<file path="src/rtl/imem_boot_loader_pkg.sv">
// ---------------------------------------------------------------------------
// imem_boot_loader_pkg
//   Shared definitions for the instruction-memory boot loader: FSM state
//   codes, boot constants and a byte-lane insert helper.
// ---------------------------------------------------------------------------
package imem_boot_loader_pkg;

    // State codes. The FSM register is a plain logic vector compared against
    // these constants so the encoding stays fixed for downstream tools.
    localparam logic [2:0] ST_IDLE    = 3'd0;
    localparam logic [2:0] ST_LOAD    = 3'd1;
    localparam logic [2:0] ST_FLUSH   = 3'd2;
    localparam logic [2:0] ST_RELEASE = 3'd3;
    localparam logic [2:0] ST_RUN     = 3'd4;
    localparam logic [2:0] ST_ERR     = 3'd5;
    localparam logic [2:0] ST_CKSUM   = 3'd6;

    typedef enum logic [2:0] {
        IDLE    = ST_IDLE,
        LOAD    = ST_LOAD,
        FLUSH   = ST_FLUSH,
        RELEASE = ST_RELEASE,
        RUN     = ST_RUN,
        ERR     = ST_ERR,
        CKSUM   = ST_CKSUM
    } boot_state_t;

    // The core starts fetching here once released; the image is loaded
    // from word 0 so the two line up.
    localparam logic [31:0] BOOT_RESET_PC = 32'h0000_0000;

    localparam int BYTE_LANES = 4;

    // Return w with byte b placed in lane l (lane 0 = bits 7:0).
    function automatic logic [31:0] put_lane(input logic [31:0] w,
                                             input logic [1:0]  l,
                                             input logic [7:0]  b);
        logic [31:0] r;
        r = w;
        case (l)
            2'd0:    r[7:0]   = b;
            2'd1:    r[15:8]  = b;
            2'd2:    r[23:16] = b;
            default: r[31:24] = b;
        endcase
        return r;
    endfunction

endpackage

</file>
<file path="src/rtl/imem_boot_loader_byte_packer.sv">
// ---------------------------------------------------------------------------
// imem_byte_packer
//   Packs accepted stream bytes into little-endian 32-bit words.
//   Ports:
//     clk, reset      - clock, synchronous active-low reset
//     clear           - synchronous restart (lane 0, empty word)
//     byte_en         - a byte is accepted this cycle
//     byte_data       - the accepted byte
//     byte_last       - accepted byte closes the word early (zero pad)
//     word_valid      - combinational pulse: this byte completes a word
//     word_data       - the completed word (valid with word_valid)
// ---------------------------------------------------------------------------
module imem_byte_packer
    import imem_boot_loader_pkg::*;
(
    input  logic        clk,
    input  logic        reset,
    input  logic        clear,
    input  logic        byte_en,
    input  logic [7:0]  byte_data,
    input  logic        byte_last,
    output logic        word_valid,
    output logic [31:0] word_data
);

    localparam logic [1:0] LAST_LANE = 2'(BYTE_LANES - 1);

    logic [1:0]  lane_q;
    logic [31:0] asm_q;

    // The assembly register is cleared after every word, so lanes that a
    // short final word never reaches are already zero.
    assign word_data  = put_lane(asm_q, lane_q, byte_data);
    assign word_valid = byte_en & ((lane_q == LAST_LANE) | byte_last);

    always_ff @(posedge clk) begin
        if (!reset || clear) begin
            lane_q <= 2'd0;
            asm_q  <= 32'h0;
        end else if (byte_en) begin
            if (word_valid) begin
                lane_q <= 2'd0;
                asm_q  <= 32'h0;
            end else begin
                lane_q <= lane_q + 2'd1;
                asm_q  <= word_data;
            end
        end
    end

endmodule

</file>
<file path="src/rtl/imem_boot_loader.sv">
// ---------------------------------------------------------------------------
// imem_boot_loader
//   Boot stage for the single-cycle RISC-V core. Accepts a byte stream,
//   writes little-endian words into instruction memory from word 0, and
//   holds the core in reset until the image is in place.
//
//   Build option: IMEM_BOOT_CHECKSUM_EN adds a trailing 4-byte checksum
//   (mod-2^32 sum of written words) and the cksum_err output.
//
//   Ports:
//     clk, reset            - clock, synchronous active-low reset
//     load_start            - request a (re)load (IDLE, RUN, ERR only)
//     s_valid/s_data/s_last - byte stream in; s_ready - byte accepted
//     imem_we/addr/wdata    - instruction-memory write port
//     core_reset            - active-low core reset (0 holds the core)
//     busy, done            - loading / program running
//     word_count            - words written in the current load
//     err_overflow          - sticky: image larger than MAX_WORDS
//     cksum_err             - sticky checksum mismatch (option only)
//
//   state   | meaning
//   --------+---------------------------------------------------------
//   IDLE    | after reset, core held, waiting for load_start
//   LOAD    | accepting image bytes, writing completed words
//   FLUSH   | one cycle: final word write on the bus
//   CKSUM   | accepting the 4 checksum bytes (option only)
//   RELEASE | one cycle: core still held while the last write settles
//   RUN     | core released, done=1; load_start reloads
//   ERR     | overflow or checksum error, core held; load_start reloads
// ---------------------------------------------------------------------------
module imem_boot_loader
    import imem_boot_loader_pkg::*;
#(
    parameter int ADDR_W    = 8,
    parameter int MAX_WORDS = 256
) (
    input  logic              clk,
    input  logic              reset,
    input  logic              load_start,
    input  logic              s_valid,
    input  logic [7:0]        s_data,
    input  logic              s_last,
    output logic              s_ready,
    output logic              imem_we,
    output logic [ADDR_W-1:0] imem_addr,
    output logic [31:0]       imem_wdata,
    output logic              core_reset,
    output logic              busy,
    output logic              done,
    output logic [ADDR_W:0]   word_count,
`ifdef IMEM_BOOT_CHECKSUM_EN
    output logic              cksum_err,
`endif
    output logic              err_overflow
);

    localparam logic [ADDR_W:0] CAP = (ADDR_W+1)'(MAX_WORDS);

    logic [2:0]  state;
    logic        load_go;
    logic        pk_en;
    logic        pk_last;
    logic        pk_valid;
    logic [31:0] pk_word;

    assign load_go = load_start & ((state == ST_IDLE) | (state == ST_RUN) |
                                   (state == ST_ERR));
    // s_ready is only high in LOAD/CKSUM, so the handshake alone gates
    // the packer; s_last only means anything during the image itself.
    assign pk_en   = s_valid & s_ready;
    assign pk_last = s_last & (state == ST_LOAD);

    imem_byte_packer u_packer (
        .clk        (clk),
        .reset      (reset),
        .clear      (load_go),
        .byte_en    (pk_en),
        .byte_data  (s_data),
        .byte_last  (pk_last),
        .word_valid (pk_valid),
        .word_data  (pk_word)
    );

`ifdef IMEM_BOOT_CHECKSUM_EN
    logic [31:0] sum_q;
`endif

    always_ff @(posedge clk) begin
        if (!reset) begin
            state        <= ST_IDLE;
            s_ready      <= 1'b0;
            imem_we      <= 1'b0;
            imem_addr    <= '0;
            imem_wdata   <= 32'h0;
            core_reset   <= 1'b0;
            busy         <= 1'b0;
            done         <= 1'b0;
            word_count   <= '0;
            err_overflow <= 1'b0;
`ifdef IMEM_BOOT_CHECKSUM_EN
            cksum_err    <= 1'b0;
            sum_q        <= 32'h0;
`endif
        end else begin
            imem_we <= 1'b0;
            case (state)
                ST_IDLE, ST_RUN, ST_ERR: begin
                    if (load_go) begin
                        state        <= ST_LOAD;
                        s_ready      <= 1'b1;
                        busy         <= 1'b1;
                        done         <= 1'b0;
                        core_reset   <= 1'b0;
                        word_count   <= '0;
                        err_overflow <= 1'b0;
`ifdef IMEM_BOOT_CHECKSUM_EN
                        cksum_err    <= 1'b0;
                        sum_q        <= 32'h0;
`endif
                    end
                end

                ST_LOAD: begin
                    // An accepted s_last always completes a word, so every
                    // exit from LOAD goes through this branch.
                    if (pk_valid) begin
                        if (word_count == CAP) begin
                            err_overflow <= 1'b1;
                            state        <= ST_ERR;
                            s_ready      <= 1'b0;
                            busy         <= 1'b0;
                        end else begin
                            imem_we    <= 1'b1;
                            imem_addr  <= word_count[ADDR_W-1:0];
                            imem_wdata <= pk_word;
                            word_count <= word_count + 1'b1;
`ifdef IMEM_BOOT_CHECKSUM_EN
                            sum_q      <= sum_q + pk_word;
`endif
                            if (pk_last) begin
                                state   <= ST_FLUSH;
                                s_ready <= 1'b0;
                            end
                        end
                    end
                end

                ST_FLUSH: begin
`ifdef IMEM_BOOT_CHECKSUM_EN
                    state   <= ST_CKSUM;
                    s_ready <= 1'b1;
`else
                    state <= ST_RELEASE;
                    busy  <= 1'b0;
`endif
                end

`ifdef IMEM_BOOT_CHECKSUM_EN
                ST_CKSUM: begin
                    // The packer reassembles the 4 checksum bytes; the word
                    // is compared, never written.
                    if (pk_valid) begin
                        s_ready <= 1'b0;
                        busy    <= 1'b0;
                        if (pk_word == sum_q) begin
                            state <= ST_RELEASE;
                        end else begin
                            state     <= ST_ERR;
                            cksum_err <= 1'b1;
                        end
                    end
                end
`endif

                ST_RELEASE: begin
                    state      <= ST_RUN;
                    core_reset <= 1'b1;
                    done       <= 1'b1;
                end

                default: begin
                    state   <= ST_IDLE;
                    s_ready <= 1'b0;
                    busy    <= 1'b0;
                end
            endcase
        end
    end

endmodule

</file>
<file path="config.mk">
export PLATFORM = sky130hd
export DESIGN_NAME = imem_boot_loader
export DESIGN_NICKNAME = d
export VERILOG_FILES = /design/src/rtl/imem_boot_loader_pkg.sv /design/src/rtl/imem_boot_loader_byte_packer.sv /design/src/rtl/imem_boot_loader.sv
export SDC_FILE = /design/constraint.sdc
export NUM_CORES = 1
export LEC_CHECK = 0
export ABC_AREA = 0
export BUFFER_PORTS_ARGS = -buffer_cell sky130_fd_sc_hd__buf_2
export CORE_MARGIN = 10
export CORE_UTILIZATION = 60
export DETAILED_ROUTE_END_ITERATION = 8
export PLACE_DENSITY = 0.84
export SLEW_MARGIN = 20
export SYNTH_ARGS = -nofsm -noshare
export SYNTH_HDL_FRONTEND = slang
export SYNTH_SLANG_ARGS = --single-unit
</file>
<file path="constraint.sdc">
create_clock -name clk -period 3.45 [get_ports clk]
set_input_delay 0.1725 -clock clk [delete_from_list [all_inputs] [get_ports clk]]
set_output_delay 0.1725 -clock clk [all_outputs]
set_load 0.01 [all_outputs]
</file>
---- Word-level counts from Yosys, hierarchy flattened ----
Index checks and enable logic that the tools add are counted.
operators by class
  multiplexer cells ....................... 29
  bitwise operators ....................... 10
  $add $sub $neg .......................... 2
  reduce and logical (&&, ||, !) cells .... 17
  eq/ne operators ......................... 14
operator list
  kind                                                                     count
  32-bit two-way mux                                                       1
  8-bit two-way mux                                                        4
  9-bit two-way mux                                                        3
  9-bit one-hot mux with 2 select lines                                    1
  4-bit AND reduction                                                      4
  3-bit two-way mux                                                        4
  3-bit one-hot mux with 4 select lines                                    1
  1-bit two-way mux                                                        10
  9-bit by 1-bit adder with 9-bit output, second input constant            1
  9-bit == test, second input constant                                     1
  3-bit AND reduction                                                      3
  3-bit by 2-bit == test with 1-bit output, second input constant          2
  3-bit == test, second input constant                                     2
  1-bit one-hot mux with 3 select lines                                    2
  3-bit OR reduction                                                       2
  1-bit AND                                                                4
  2-bit == test, second input constant                                     2
  2-bit by 1-bit inequality test with 1-bit output, second input constant  2
  2-bit inequality test, second input constant                             2
  1-bit one-hot mux with 2 select lines                                    2
  2-bit nonzero test                                                       2
  3-bit by 1-bit == test with 1-bit output, second input constant          1
  3-bit zero test                                                          1
  3-bit by 1-bit inequality test with 1-bit output, second input constant  1
  10 further kinds                                                         14
word-level totals
  input port bits ......................... 13
  output and inout port bits .............. 55
  register bits after elaboration ......... 91

---- Longest topological paths before layout ----
  depth after elaboration ................. 6
  gate-level depth with buffers ........... 8
  mapped depth without buffers ............ 6

---- Hierarchy ----
From an unflattened synthesis, not the netlist that was laid out.
unflattened totals
  cell total of the unflattened synthesis .. 449
  area total of the unflattened synthesis .. 4239.1 µm²
modules (own cells, without submodules)
  module            area each (µm²)  sequential area each (µm²)  instances  cells an instance
  imem_boot_loader  2537.4           1141.1                      1          289
  imem_byte_packer  1701.6           680.7                       1          160

---- Worst setup path after synthesis ----
No wires, ideal clock.
  path type ............................... register to register
  start point ............................. register u_packer.lane_q[1]
  end point ............................... register imem_wdata[4]
  path buffers ............................ 3
  cell stages (with the launch flop) ...... 8
  data arrival time ....................... 1.679 ns
  slack ................................... 1.629 ns
  cells stage by stage .................... dfxtp_1 > ha_1 > buf_2 > o211ai_1 > a211oi_4 > buf_6 > buf_2 > a211oi_1
on the way
  longest elaborated chain between the ends .. 4
  elaborated cells on any way between the ends .. 6
  classes of those cells .................. 1 x eq/ne; 1 x mux; 2 x bitwise; 2 x reduce/logical
ends and longest elaborated chain
  element                        line                                RTL
  start: declaration             imem_boot_loader_byte_packer.sv:28  logic [1:0] lane_q;
  start signal: assignment       imem_boot_loader_byte_packer.sv:45  lane_q <= lane_q + 2'd1;
  2-bit == test                  imem_boot_loader_byte_packer.sv:34  assign word_valid = byte_en & ((lane_q == LAST_LANE) | byte_last);
  1-bit OR                       imem_boot_loader_byte_packer.sv:34
  1-bit AND                      imem_boot_loader_byte_packer.sv:34
  3-bit AND reduction (no line)  --
  end signal: assignment         imem_boot_loader.sv:135             imem_wdata <= pk_word;
  end: declaration               imem_boot_loader.sv:46              output logic [31:0] imem_wdata,
Several ways; a longest one is shown, not always the timed one.
A chain may end at the register's enable or synchronous reset.

---- Final worst setup path ----
  start point ............................. register u_packer.lane_q[1]
  end point ............................... register word_count[7]
on the way
  longest elaborated chain between the ends .. 5
ends and longest elaborated chain
  element                          line                                RTL
  2-bit == test                    imem_boot_loader_byte_packer.sv:34
  1-bit OR                         imem_boot_loader_byte_packer.sv:34
  1-bit AND                        imem_boot_loader_byte_packer.sv:34
  2-bit inequality test (no line)  --
  4-bit AND reduction (no line)    --
  end signal: assignment           imem_boot_loader.sv:136             word_count <= word_count + 1'b1;
  end: declaration                 imem_boot_loader.sv:50              output logic [ADDR_W:0] word_count,
No other way between the ends.

==> results.json <==
{
  "pwr-share-comb_pct": 9.1,
  "rsz0062_at_grt": "no",
  "viasPerCell": 5.98,
  "dp_hpwl_mm": 6.55,
  "p_int_mw": 1.47,
  "r2r_start": "u_packer.lane_q[1]$_SDFFE_PP0P_",
  "setup-tns-final_ns": 0,
  "io_pins": 68,
  "chipWidth_microns": 102,
  "coreArea_sq_um": 6420,
  "die-area_sq_um": 10400,
  "synth_flop_cell": "dfxtp_1",
  "worst_setup_path_start_kind": "flip-flop",
  "die_h_microns": 102,
  "grt_antenna_before_repair": 0,
  "post_cts.repair.setup_buffers": 0,
  "cts_resized": 0,
  "ys_ff_latch": 91,
  "port_buffers": 67,
  "start_util_pct": 62.5,
  "grt_first_pass_wirelength_mm": 15.2,
  "r2r-end": "word_count[7]$_SDFFE_PN0P_",
  "worst_slew_pin_slew_ns": 0.836,
  "rows": 29,
  "reg2reg_slack_ns": 1.03,
  "cts_max_level": 3,
  "drive_above_1_share_pct": 22.5,
  "critical_path_peak_fanout": 33,
  "p_sw_mw": 0.479,
  "grt.total_usage_pct": 18.4,
  "dr.pass1.iters": 5,
  "post-route-min-period_ns": 2.42,
  "powerDensity_nw_per_um2": 434,
  "cp-end-kind": "flip-flop",
  "first_global_vias": 3107,
  "clockBufferDepth": 2,
  "p_clk_share_pct": 35.3,
  "grt_max_degree": 45,
  "clk_latency_ns": 0.36,
  "drc": 0,
  "drv_cap": 0,
  "setup-violations-final": 0,
  "cts_tree": "built",
  "place.gp.congestion": 0.860,
  "ys_seq_area_share_pct": 45.4,
  "async_flop_share_pct": 0,
  "clock-sinks": 91,
  "drtIter0Drc": 174,
  "irDropWorstVdd_mv": 0.251,
  "power_leakage_nw": 1.65,
  "drtAntennaViolNets": 0,
  "timing.final.crit_share_pct": 70.0,
  "avgSynthCellArea_sq_um": 9.24,
  "ys_types": 45,
  "cp.arrival_ns": 2.64,
  "finalHoldViolCount": 0,
  "clkTransAtPathRegs_ns": 0.09,
  "sw_frac_of_total_pct": 24.6,
  "ctsHoldBuffers": 0,
  "cp.required_ns": 3.67,
  "timing.fmax_mhz": 414,
  "slew_headroom_pct": 44.3,
  "cp-endpoint": "word_count[7]$_SDFFE_PN0P_",
  "wl_per_cell_microns": 16.9,
  "min_path_type": "input port to flip-flop",
  "fin_worst_skew_ns": 0.0111,
  "vias": 3331,
  "layout.nets": 497,
  "crit_start": "u_packer.lane_q[1]$_SDFFE_PP0P_",
  "synth_edf_count": 0,
  "yosysWarnings": 0,
  "cts-root-buf": "clkbuf_8",
  "ff2ff_path_depth": 6,
  "maxSlewViolCount": 0,
  "synth_area_sq_um": 4010,
  "insertedDiodeCount": 0,
  "syn_inst": 434,
  "total_power_mw": 1.95,
  "outcome": "completed",
  "syn_to_final_growth_pct": 11.9,
  "critical_path_class": "flip-flop to flip-flop",
  "numCtsBuffers": 9,
  "overflow": 0,
  "synth_nets": 454,
  "drt_wl_total_mm": 9.39,
  "p_seq_share_pct": 55.5
}
worst min-delay path by stage:
stage / startpoint / end / depth (start not counted)
after global routing: s_last / state[1]$_SDFFE_PN0P_ / 3
after CTS: s_last / state[1]$_SDFFE_PN0P_ / 3
final: s_last / state[1]$_SDFFE_PN0P_ / 3
after global placement: u_packer.asm_q[0]$_SDFFE_PP0P_ / u_packer.asm_q[0]$_SDFFE_PP0P_ / 2
after floorplan: reset / state[0]$_SDFFE_PN0P_ / 1
after detailed placement: u_packer.asm_q[9]$_SDFFE_PP0P_ / u_packer.asm_q[9]$_SDFFE_PP0P_ / 2
worst max-delay path, stage by stage (launching register included):
cell	delay, ns
dfxtp_1	0.41
ha_1	0.40
o211ai_1	0.26
a211oi_4	0.28
buf_4	0.37
or2_0	0.41
a31oi_1	0.16
cell families after synthesis:
group | after synthesis | synth area share [%]
buffers and inverters | 49 | 5.43
adder cells (fa/ha/maj) | 7 | 2.18
flip-flops | 91 | 45.4
AND/OR/NAND/NOR | 134 | 16.0
multiplexers | 42 | 10.5
AO/OA/AOI/OAI | 111 | 20.5
layout make-up:
class | count | area (sq um)
Clock inverter | 3 | 40.0
Tap cell | 77 | 96.3
Timing Repair Buffer | 72 | 373
Clock buffer | 11 | 141
Fill cell | 481 | 1940
Inverter | 9 | 33.8
Multi-Input combinational cell | 294 | 1980
Sequential cell | 91 | 1820
power by group through the flow:
| stage | clock network (mW) | logic [mW] | registers [mW] |
|---|---|---|---|
| final | 0.689 | 0.178 | 1.08 |
| after floorplan | 0 | 0.129 | 1.10 |
| after global placement | 0 | 0.169 | 1.11 |
| after CTS | 0.696 | 0.175 | 1.08 |
| after detailed placement | 0 | 0.174 | 1.11 |
| after global routing | 0.739 | 0.195 | 1.09 |
flip-flops by register name, summed over array words and instances (netlist names):
name,cells
imem_we,1
s_ready,1
imem_addr,8
state,3
u_packer.asm_q,32
imem_wdata,32
busy,1
u_packer.lane_q,2
done,1
err_overflow,1
word_count,9
layer usage:
layer  wire length [microns]  share of wire (%)  track usage, %
met5                       0                  0               0
met2                    4610                 49            30.7
met1                    3760                 40            21.5
met3                     818                8.7            5.58
met4                     208                2.2            7.37
cell usage in the layout, fill, tap and decap left out, types with 10 or more instances in the layout:
master and n:
nor2_1 64, a21oi_1 27, nand2_1 29, a22oi_1 16, clkbuf_8 10, a211oi_1 22, a211oi_2 11, mux2i_1 42
buf_2 67, nand3_1 21, o21ai_0 10, dfxtp_1 91
synth_stat cells, types with 2 or more instances:
cell type | n | area (sq um)
a2111oi_0 | 2 | 17.5
a211oi_1 | 22 | 165
a211oi_2 | 11 | 138
a21oi_1 | 27 | 135
a22oi_1 | 16 | 120
a31oi_1 | 8 | 50.1
a41oi_1 | 2 | 17.5
buf_1 | 9 | 33.8
buf_2 | 9 | 45.0
buf_4 | 2 | 15.0
buf_6 | 2 | 22.5
clkbuf_1 | 18 | 67.6
dfxtp_1 | 91 | 1820
ha_1 | 7 | 87.6
inv_1 | 8 | 30.0
mux2i_1 | 42 | 420
nand2_1 | 29 | 109
nand3_1 | 21 | 105
nor2_1 | 64 | 240
nor3_1 | 4 | 20.0
nor4b_2 | 2 | 30.0
nor4b_4 | 2 | 47.6
o21ai_0 | 10 | 50.1
o31ai_1 | 2 | 15.0
o31ai_2 | 2 | 25.0
or3_1 | 3 | 18.8
metrics by stage:
step | setup slack [ns] | utilization [%] | std cells | hold slack [ns] | instance area, sq um
after global placement | 1.17 | 67.0 | 543 | 0.441 | 4300
final | 1.03 | 69.9 | 557 | 0.128 | 4490
after floorplan | 1.63 | - | 434 | 0.289 | 4010
after CTS | 1.05 | 69.8 | 557 | 0.119 | 4480
after detailed placement | 1.07 | 67.0 | 543 | 0.446 | 4300
after global routing | 0.842 | 69.9 | 557 | 0.151 | 4490
Power figures use the tool's default switching activity.
